## src/rtl/lamp_ctrl_pkg.sv

```systemverilog
// Shared definitions for the lamp-controller blocks.
// Holds the decoder timing constants that the push-button driver's parameter
// bounds are checked against, and the driver's FSM state type.
package lamp_ctrl_pkg;

  // Decoder thresholds (cycles): a press must exceed DEBOUNCE_P to register,
  // and must exceed SWITCH_MODE_MIN_T to be taken as a mode switch.
  localparam int DEBOUNCE_P        = 300;
  localparam int SWITCH_MODE_MIN_T = 5000;
  localparam int AUTO_SHUTDOWN_T   = 30000;

  typedef enum logic [1:0] {
    IDLE  = 2'd0,
    PRESS = 2'd1,
    GAP   = 2'd2
  } pbd_state_t;

endpackage

```

## src/rtl/push_button_driver_if.sv

```systemverilog
// Command/button bundle for push_button_driver.
// master: command source (supervisor or bench); slave: the driver.
//   cmd_valid/cmd_long/cancel  source -> driver
//   cmd_ready/push_button/busy/done/dbg_state  driver -> source
// Handshake: a command transfers on a posedge where cmd_valid && cmd_ready;
// cmd_long is sampled on that edge. cmd_valid seen while cmd_ready is low is
// not stored; the source keeps it asserted until it is taken.
interface push_button_driver_if;
  import lamp_ctrl_pkg::*;

  logic       cmd_valid;
  logic       cmd_long;
  logic       cmd_ready;
  logic       cancel;
  logic       push_button;
  logic       busy;
  logic       done;
  pbd_state_t dbg_state;

  modport master (
    output cmd_valid, cmd_long, cancel,
    input  cmd_ready, push_button, busy, done, dbg_state
  );

  modport slave (
    input  cmd_valid, cmd_long, cancel,
    output cmd_ready, push_button, busy, done, dbg_state
  );

endinterface

```

## src/rtl/push_button_driver_interval_timer.sv

```systemverilog
// interval_timer: up-counter with synchronous clear and a terminal-count compare.
//   clk, rst  clock and synchronous active-high reset
//   clear     zero the count (wins over enable)
//   enable    advance the count by one this cycle
//   terminal  compare value
//   expire    count == terminal (combinational)
// The owner must clear or stop the timer on expire; the count never wraps
// in normal use because the terminal compare ends each interval first.
module interval_timer #(
  parameter int CNT_W = 16
) (
  input  logic             clk,
  input  logic             rst,
  input  logic             clear,
  input  logic             enable,
  input  logic [CNT_W-1:0] terminal,
  output logic             expire
);

  logic [CNT_W-1:0] count;

  always_ff @(posedge clk) begin
    if (rst || clear) begin
      count <= '0;
    end else if (enable) begin
      count <= count + CNT_W'(1);
    end
  end

  assign expire = (count == terminal);

endmodule

```

## src/rtl/push_button_driver.sv

```systemverilog
// push_button_driver: turns one-shot commands into timed push_button presses.
//   clk, rst  clock and synchronous active-high reset
//   bus       push_button_driver_if.slave:
//               cmd_valid/cmd_long in, cmd_ready out (command handshake)
//               cancel in (abort the press in progress)
//               push_button out (registered button line)
//               busy out (press or gap running), done out (1-cycle end pulse)
//               dbg_state out (current FSM state)
// A short command holds the line high SHORT_PRESS_T cycles, a long one
// LONG_PRESS_T cycles; every press is followed by RELEASE_GAP_T low cycles.
module push_button_driver
  import lamp_ctrl_pkg::*;
#(
  parameter int SHORT_PRESS_T = 1000,
  parameter int LONG_PRESS_T  = 6000,
  parameter int RELEASE_GAP_T = 500,
  parameter int CNT_W         = 16
) (
  input logic                 clk,
  input logic                 rst,
  push_button_driver_if.slave bus
);

  if (SHORT_PRESS_T <= DEBOUNCE_P || SHORT_PRESS_T >= SWITCH_MODE_MIN_T) begin : g_bad_short
    $error("push_button_driver: SHORT_PRESS_T out of range");
  end
  if (LONG_PRESS_T <= SWITCH_MODE_MIN_T) begin : g_bad_long
    $error("push_button_driver: LONG_PRESS_T too small");
  end
  if (RELEASE_GAP_T < 2) begin : g_bad_gap
    $error("push_button_driver: RELEASE_GAP_T too small");
  end
  if (((LONG_PRESS_T - 1) >> CNT_W) != 0 || ((RELEASE_GAP_T - 1) >> CNT_W) != 0) begin : g_bad_w
    $error("push_button_driver: CNT_W too narrow");
  end

  localparam logic [CNT_W-1:0] SHORT_TC = CNT_W'(SHORT_PRESS_T - 1);
  localparam logic [CNT_W-1:0] LONG_TC  = CNT_W'(LONG_PRESS_T - 1);
  localparam logic [CNT_W-1:0] GAP_TC   = CNT_W'(RELEASE_GAP_T - 1);

  pbd_state_t       state_q, state_d;
  logic             len_q, len_d;
  logic             pb_q;
  logic             done_q, done_d;
  logic             accept;
  logic             ready;
  logic             tmr_clear;
  logic             tmr_en;
  logic [CNT_W-1:0] terminal;
  logic             expire;

  // Ready is gated by rst so nothing is accepted on a reset edge.
  assign ready    = (state_q == IDLE) && !rst;
  assign accept   = bus.cmd_valid && ready;
  assign tmr_en   = (state_q != IDLE);
  assign terminal = (state_q == PRESS) ? (len_q ? LONG_TC : SHORT_TC) : GAP_TC;

  interval_timer #(.CNT_W(CNT_W)) u_timer (
    .clk      (clk),
    .rst      (rst),
    .clear    (tmr_clear),
    .enable   (tmr_en),
    .terminal (terminal),
    .expire   (expire)
  );

  always_comb begin
    state_d   = state_q;
    len_d     = len_q;
    tmr_clear = 1'b0;
    done_d    = 1'b0;
    case (state_q)
      IDLE: begin
        // Holding the timer at zero in IDLE makes every interval start from 0.
        tmr_clear = 1'b1;
        if (accept) begin
          state_d = PRESS;
          len_d   = bus.cmd_long;
        end
      end
      PRESS: begin
        if (bus.cancel || expire) begin
          state_d   = GAP;
          tmr_clear = 1'b1;
        end
      end
      GAP: begin
        if (expire) begin
          state_d   = IDLE;
          tmr_clear = 1'b1;
          done_d    = 1'b1;
        end
      end
      default: begin
        state_d   = IDLE;
        tmr_clear = 1'b1;
      end
    endcase
  end

  always_ff @(posedge clk) begin
    if (rst) begin
      state_q <= IDLE;
      len_q   <= 1'b0;
      pb_q    <= 1'b0;
      done_q  <= 1'b0;
    end else begin
      state_q <= state_d;
      len_q   <= len_d;
      pb_q    <= (state_d == PRESS);
      done_q  <= done_d;
    end
  end

  assign bus.cmd_ready   = ready;
  assign bus.push_button = pb_q;
  assign bus.busy        = (state_q != IDLE);
  assign bus.done        = done_q;
  assign bus.dbg_state   = state_q;

endmodule
```

## src/flat_wrapper.sv

```systemverilog
// flat-port wrapper written by rule: the top's interface ports become plain ports
module push_button_driver_flat import lamp_ctrl_pkg::*;
#(
  parameter int SHORT_PRESS_T = 1000,
  parameter int LONG_PRESS_T  = 6000,
  parameter int RELEASE_GAP_T = 500,
  parameter int CNT_W         = 16
)
  (clk, rst, bus_cmd_valid, bus_cmd_long, bus_cancel, bus_cmd_ready, bus_push_button, bus_busy, bus_done, bus_dbg_state);
  push_button_driver_if bus_i ();
  input logic clk;
  input logic rst;
  input wire logic [$bits(bus_i.cmd_valid)-1:0] bus_cmd_valid;
  input wire logic [$bits(bus_i.cmd_long)-1:0] bus_cmd_long;
  input wire logic [$bits(bus_i.cancel)-1:0] bus_cancel;
  output wire logic [$bits(bus_i.cmd_ready)-1:0] bus_cmd_ready;
  output wire logic [$bits(bus_i.push_button)-1:0] bus_push_button;
  output wire logic [$bits(bus_i.busy)-1:0] bus_busy;
  output wire logic [$bits(bus_i.done)-1:0] bus_done;
  output wire logic [$bits(bus_i.dbg_state)-1:0] bus_dbg_state;
  assign bus_i.cmd_valid = bus_cmd_valid;
  assign bus_i.cmd_long = bus_cmd_long;
  assign bus_i.cancel = bus_cancel;
  assign bus_cmd_ready = bus_i.cmd_ready;
  assign bus_push_button = bus_i.push_button;
  assign bus_busy = bus_i.busy;
  assign bus_done = bus_i.done;
  assign bus_dbg_state = bus_i.dbg_state;
  push_button_driver #(.SHORT_PRESS_T(SHORT_PRESS_T), .LONG_PRESS_T(LONG_PRESS_T), .RELEASE_GAP_T(RELEASE_GAP_T), .CNT_W(CNT_W)) u_core (.clk(clk), .rst(rst), .bus(bus_i));
endmodule
```

## config.mk

```make
export PLATFORM = sky130hd
export DESIGN_NAME = push_button_driver_flat
export DESIGN_NICKNAME = d
export VERILOG_FILES = /design/src/rtl/lamp_ctrl_pkg.sv /design/src/rtl/push_button_driver_if.sv /design/src/rtl/push_button_driver_interval_timer.sv /design/src/rtl/push_button_driver.sv /design/src/flat_wrapper.sv
export SDC_FILE = /design/constraint.sdc
export NUM_CORES = 1
export LEC_CHECK = 0
export BUFFER_PORTS_ARGS = -buffer_cell sky130_fd_sc_hd__buf_2
export CAP_MARGIN = 10
export CORE_ASPECT_RATIO = 1.1
export CORE_MARGIN = 2
export CORE_UTILIZATION = 49
export DETAILED_ROUTE_END_ITERATION = 6
export PLACE_DENSITY_LB_ADDON = 0.25
export SLEW_MARGIN = 20
export SYNTH_ARGS = -nofsm -noshare
export SYNTH_HDL_FRONTEND = slang
export SYNTH_SLANG_ARGS = --single-unit
```

## constraint.sdc

```tcl
create_clock -name clk -period 2.9 [get_ports clk]
set_input_delay 0.29 -clock clk [delete_from_list [all_inputs] [get_ports clk]]
set_output_delay 0.29 -clock clk [all_outputs]
set_load 0.02 [all_outputs]
```

==> flow_summary.json <==
{
  "worstPathMaxFanout": 16,
  "setup_total_negative_slack_ns": 0,
  "post_synth_num_cell_types": 38,
  "hold_path_class": "in -> reg",
  "post-route-period-util": 0.816,
  "initialDrtViolationCount": 13,
  "synthesis.nets": 137,
  "route.detailed.drc": 0,
  "clock-sinks": 21,
  "layout.nets": 150,
  "place.detailed.instances": 164,
  "final_layout_size_suffix_gt1_frac": 0.196,
  "yosysWarnings": 0,
  "synthTopCellsByCount": "21 x dfxtp_1, 12 x nor2_1, 9 x xor2_1",
  "cts_root_buffer": "clkbuf_4",
  "synth_top_cells_by_area": "dfxtp_1 37%, xor2_1 6.9%, ha_1 6.5%",
  "row_count": 18,
  "ir_drop_uv": 212,
  "synth-seq-area-share": 0.366,
  "crit_path_top_delay_cell": "o32a_2",
  "period_needed_ns": 2.37,
  "synth.avg_cell_area_um2": 9.12,
  "yosys.cell_count.top_type": "dfxtp_1",
  "ys.flop_type": "dfxtp_1",
  "maxCapViolCount": 0,
  "maxSlewHeadroom": 0.698,
  "setup.worst_path.end_class": "flop",
  "cts_setup_buffers": 0,
  "vias": 912,
  "die_x_um": 50.2,
  "grt_setup_unrepaired": "no",
  "final_estimated_routing_congestion_in_global_placement": 0.851,
  "detail_route.vias_per_cell": 5.43,
  "ctsResizeCount": 0,
  "post_synth_edffs": 0,
  "area.sequential_um2": 420,
  "ant_nets": 0,
  "fp.dieArea_mm2": 0.00275,
  "ys_ff_latch": 21,
  "via_count_of_the_first_global_routing_pass": 815,
  "critical_path_required_ns": 3.09,
  "finalMaxSlewViolations": 0,
  "synth_compound_area_frac": 0.103,
  "final_cells": 168,
  "clkLatencyLatePin_ns": 0.31,
  "cts-htree-levels": 1,
  "leakage_nw": 0.460,
  "yosysTopAreaCell": "dfxtp_1",
  "max_stage_delay_ns": 0.50,
  "synth_simple_gate_area_frac": 0.298,
  "clock_tree.buffer_depth": 2,
  "result_of_the_run": "completed",
  "start_util": 0.515,
  "combinational_family_with_the_most_area_after_synthesis": "simple AND/OR/NAND/NOR gates",
  "detail_route.wirelength_um": 2160,
  "muxShareOfSynthArea": 0.00871,
  "tritoncts_buffer_count": 3,
  "largest_net_degree_at_the_start_of_global_routing": 17,
  "coreArea_mm2": 0.00223,
  "postCtsHoldBufs": 0,
  "finClkSkew_ns": 0.00581,
  "io-pin-count": 11,
  "pre_antenna_drt_iters": 4,
  "multiInputGateArea_um2": 687,
  "critPathLaunchType": "flop",
  "post_synth_xor_area_fraction": 0.122,
  "synth_fa_ha_area_frac": 0.0654,
  "setup_viol": 0,
  "fmaxAchievable_ghz": 0.423,
  "async_reset_ff_frac": 0,
  "report.final.hold_viol_count": 0,
  "numPortBuffers": 10,
  "flow.area_growth_from_synthesis_pct": 8.28,
  "tightestPinTransition_ns": 0.453,
  "routed_wire_length_per_instance_um": 12.8,
  "grtUsageTotal": 0.178,
  "global_route_wire_length_before_repair_um": 3640,
  "critPathArrivalTime_ns": 2.56,
  "gr-total-overflow": 0,
  "final.setup.worst_slack_ns": 0.533,
  "pre_cts_ws_ns": 0.542,
  "antenna_found_initial": 0,
  "antenna-diode-count": 0,
  "num-fill-cells": 215,
  "power_density_mw_per_mm2": 420,
  "synthCells": 126,
  "synth_top_cell_area_share": 0.366,
  "critPathKind": "reg -> reg",
  "cts.clk_slew.worst_paths_ns": 0.12,
  "die_y_um": 54.8,
  "cp_cell_sequence": "inv_1, ha_1, a2111oi_2, a31oi_1, a2111oi_1, o32a_2, nor2_1",
  "hpwlAfterDp_um": 1610,
  "cts_tree": "built",
  "synth_area_mm2": 0.00115
}
registers in the layout, indices dropped and copies added, names as in the netlist:
| name | flops |
|---|---|
| u_core.bus.dbg_state | 2 |
| u_core.bus.done | 1 |
| u_core.bus.push_button | 1 |
| u_core.len_q | 1 |
| u_core.u_timer.count | 16 |
cell usage in the layout (no fill, tap or decap), types with 2 or more instances in the layout:
cell	count
nand2b_1	2
nand3_1	3
ha_1	6
and2_1	2
nor2_4	2
buf_2	10
o21ai_0	2
clkbuf_4	3
and3_1	5
nand2_1	8
nor2_2	8
a31oi_1	2
nor3b_1	3
dfxtp_1	21
a21oi_1	2
nand4_1	4
nor3_1	2
inv_1	6
nor2_1	12
xor2_1	9
nor2b_1	2
xnor2_1	7
area by class of cell:
class | instances | area share
multi-input combinational | 97 | 0.552
clock buffer | 4 | 0.0211
tap | 30 | 0.0302
inverter | 6 | 0.0181
sequential | 21 | 0.338
timing repair buffer | 10 | 0.0402
metrics by stage:
| step | total power, mW | cell area, um2 | util | hold WS [ns] |
|---|---|---|---|---|
| 6_report | 0.522 | 1240 | 0.558 | 0.232 |
| 5_1_grt | 0.544 | 1240 | 0.558 | 0.223 |
| 4_1_cts | 0.525 | 1240 | 0.558 | 0.229 |
| 3_5_place_dp | 0.384 | 1220 | 0.546 | 0.515 |
| 3_3_place_gp | 0.382 | 1220 | 0.546 | 0.505 |
| 2_1_floorplan | 0.366 | 1150 | - | 0.359 |
where the power goes:
| part | switching (mW) | internal, mW | total [mW] |
|---|---|---|---|
| registers | 0.00644 | 0.294 | 0.300 |
| logic | 0.0495 | 0.0280 | 0.0775 |
| clock network | 0.0900 | 0.0538 | 0.144 |
| total | 0.146 | 0.376 | 0.522 |
path summary, 6_finish.rpt:
check | from | endpoint | slack [ns] | depth (start not counted)
max | u_core.bus.dbg_state[1] | u_core.u_timer.count[15] | 0.53 | 7
min | rst | u_core.len_q | 0.23 | 2
max reg2reg | u_core.bus.dbg_state[1] | u_core.u_timer.count[15] | 0.53 | 7
min reg2reg | u_core.u_timer.count[1] | u_core.u_timer.count[1] | 0.54 | 2
cell families after synthesis:
kind of cell | Yosys count
and+or+nand+nor | 59
DFF | 21
xor gates and xnor gates | 16
AOI/OAI and AO/OA | 15
buffers and inverters | 8
adders and majority gates | 6
muxes | 1
per-layer routing:
metal / vias to the layer above / global-route usage / part of all wire
li1: 465 / - / -
met1: 426 / 0.200 / 0.44
met2: 16 / 0.336 / 0.52
met3: 5 / 0.0246 / 0.031
met4: 0 / 0.0833 / 0.013
met5: - / 0 / 0
critical path, delay by kind of cell (launching register included):
kind	cells	cell delay [ns]
simple gates	1	0.10
flops	1	0.44
buf+inv	1	0.11
compound gates	4	1.35
fa+ha+maj	1	0.25
Note: power is estimated with default switching activity, not from simulation.
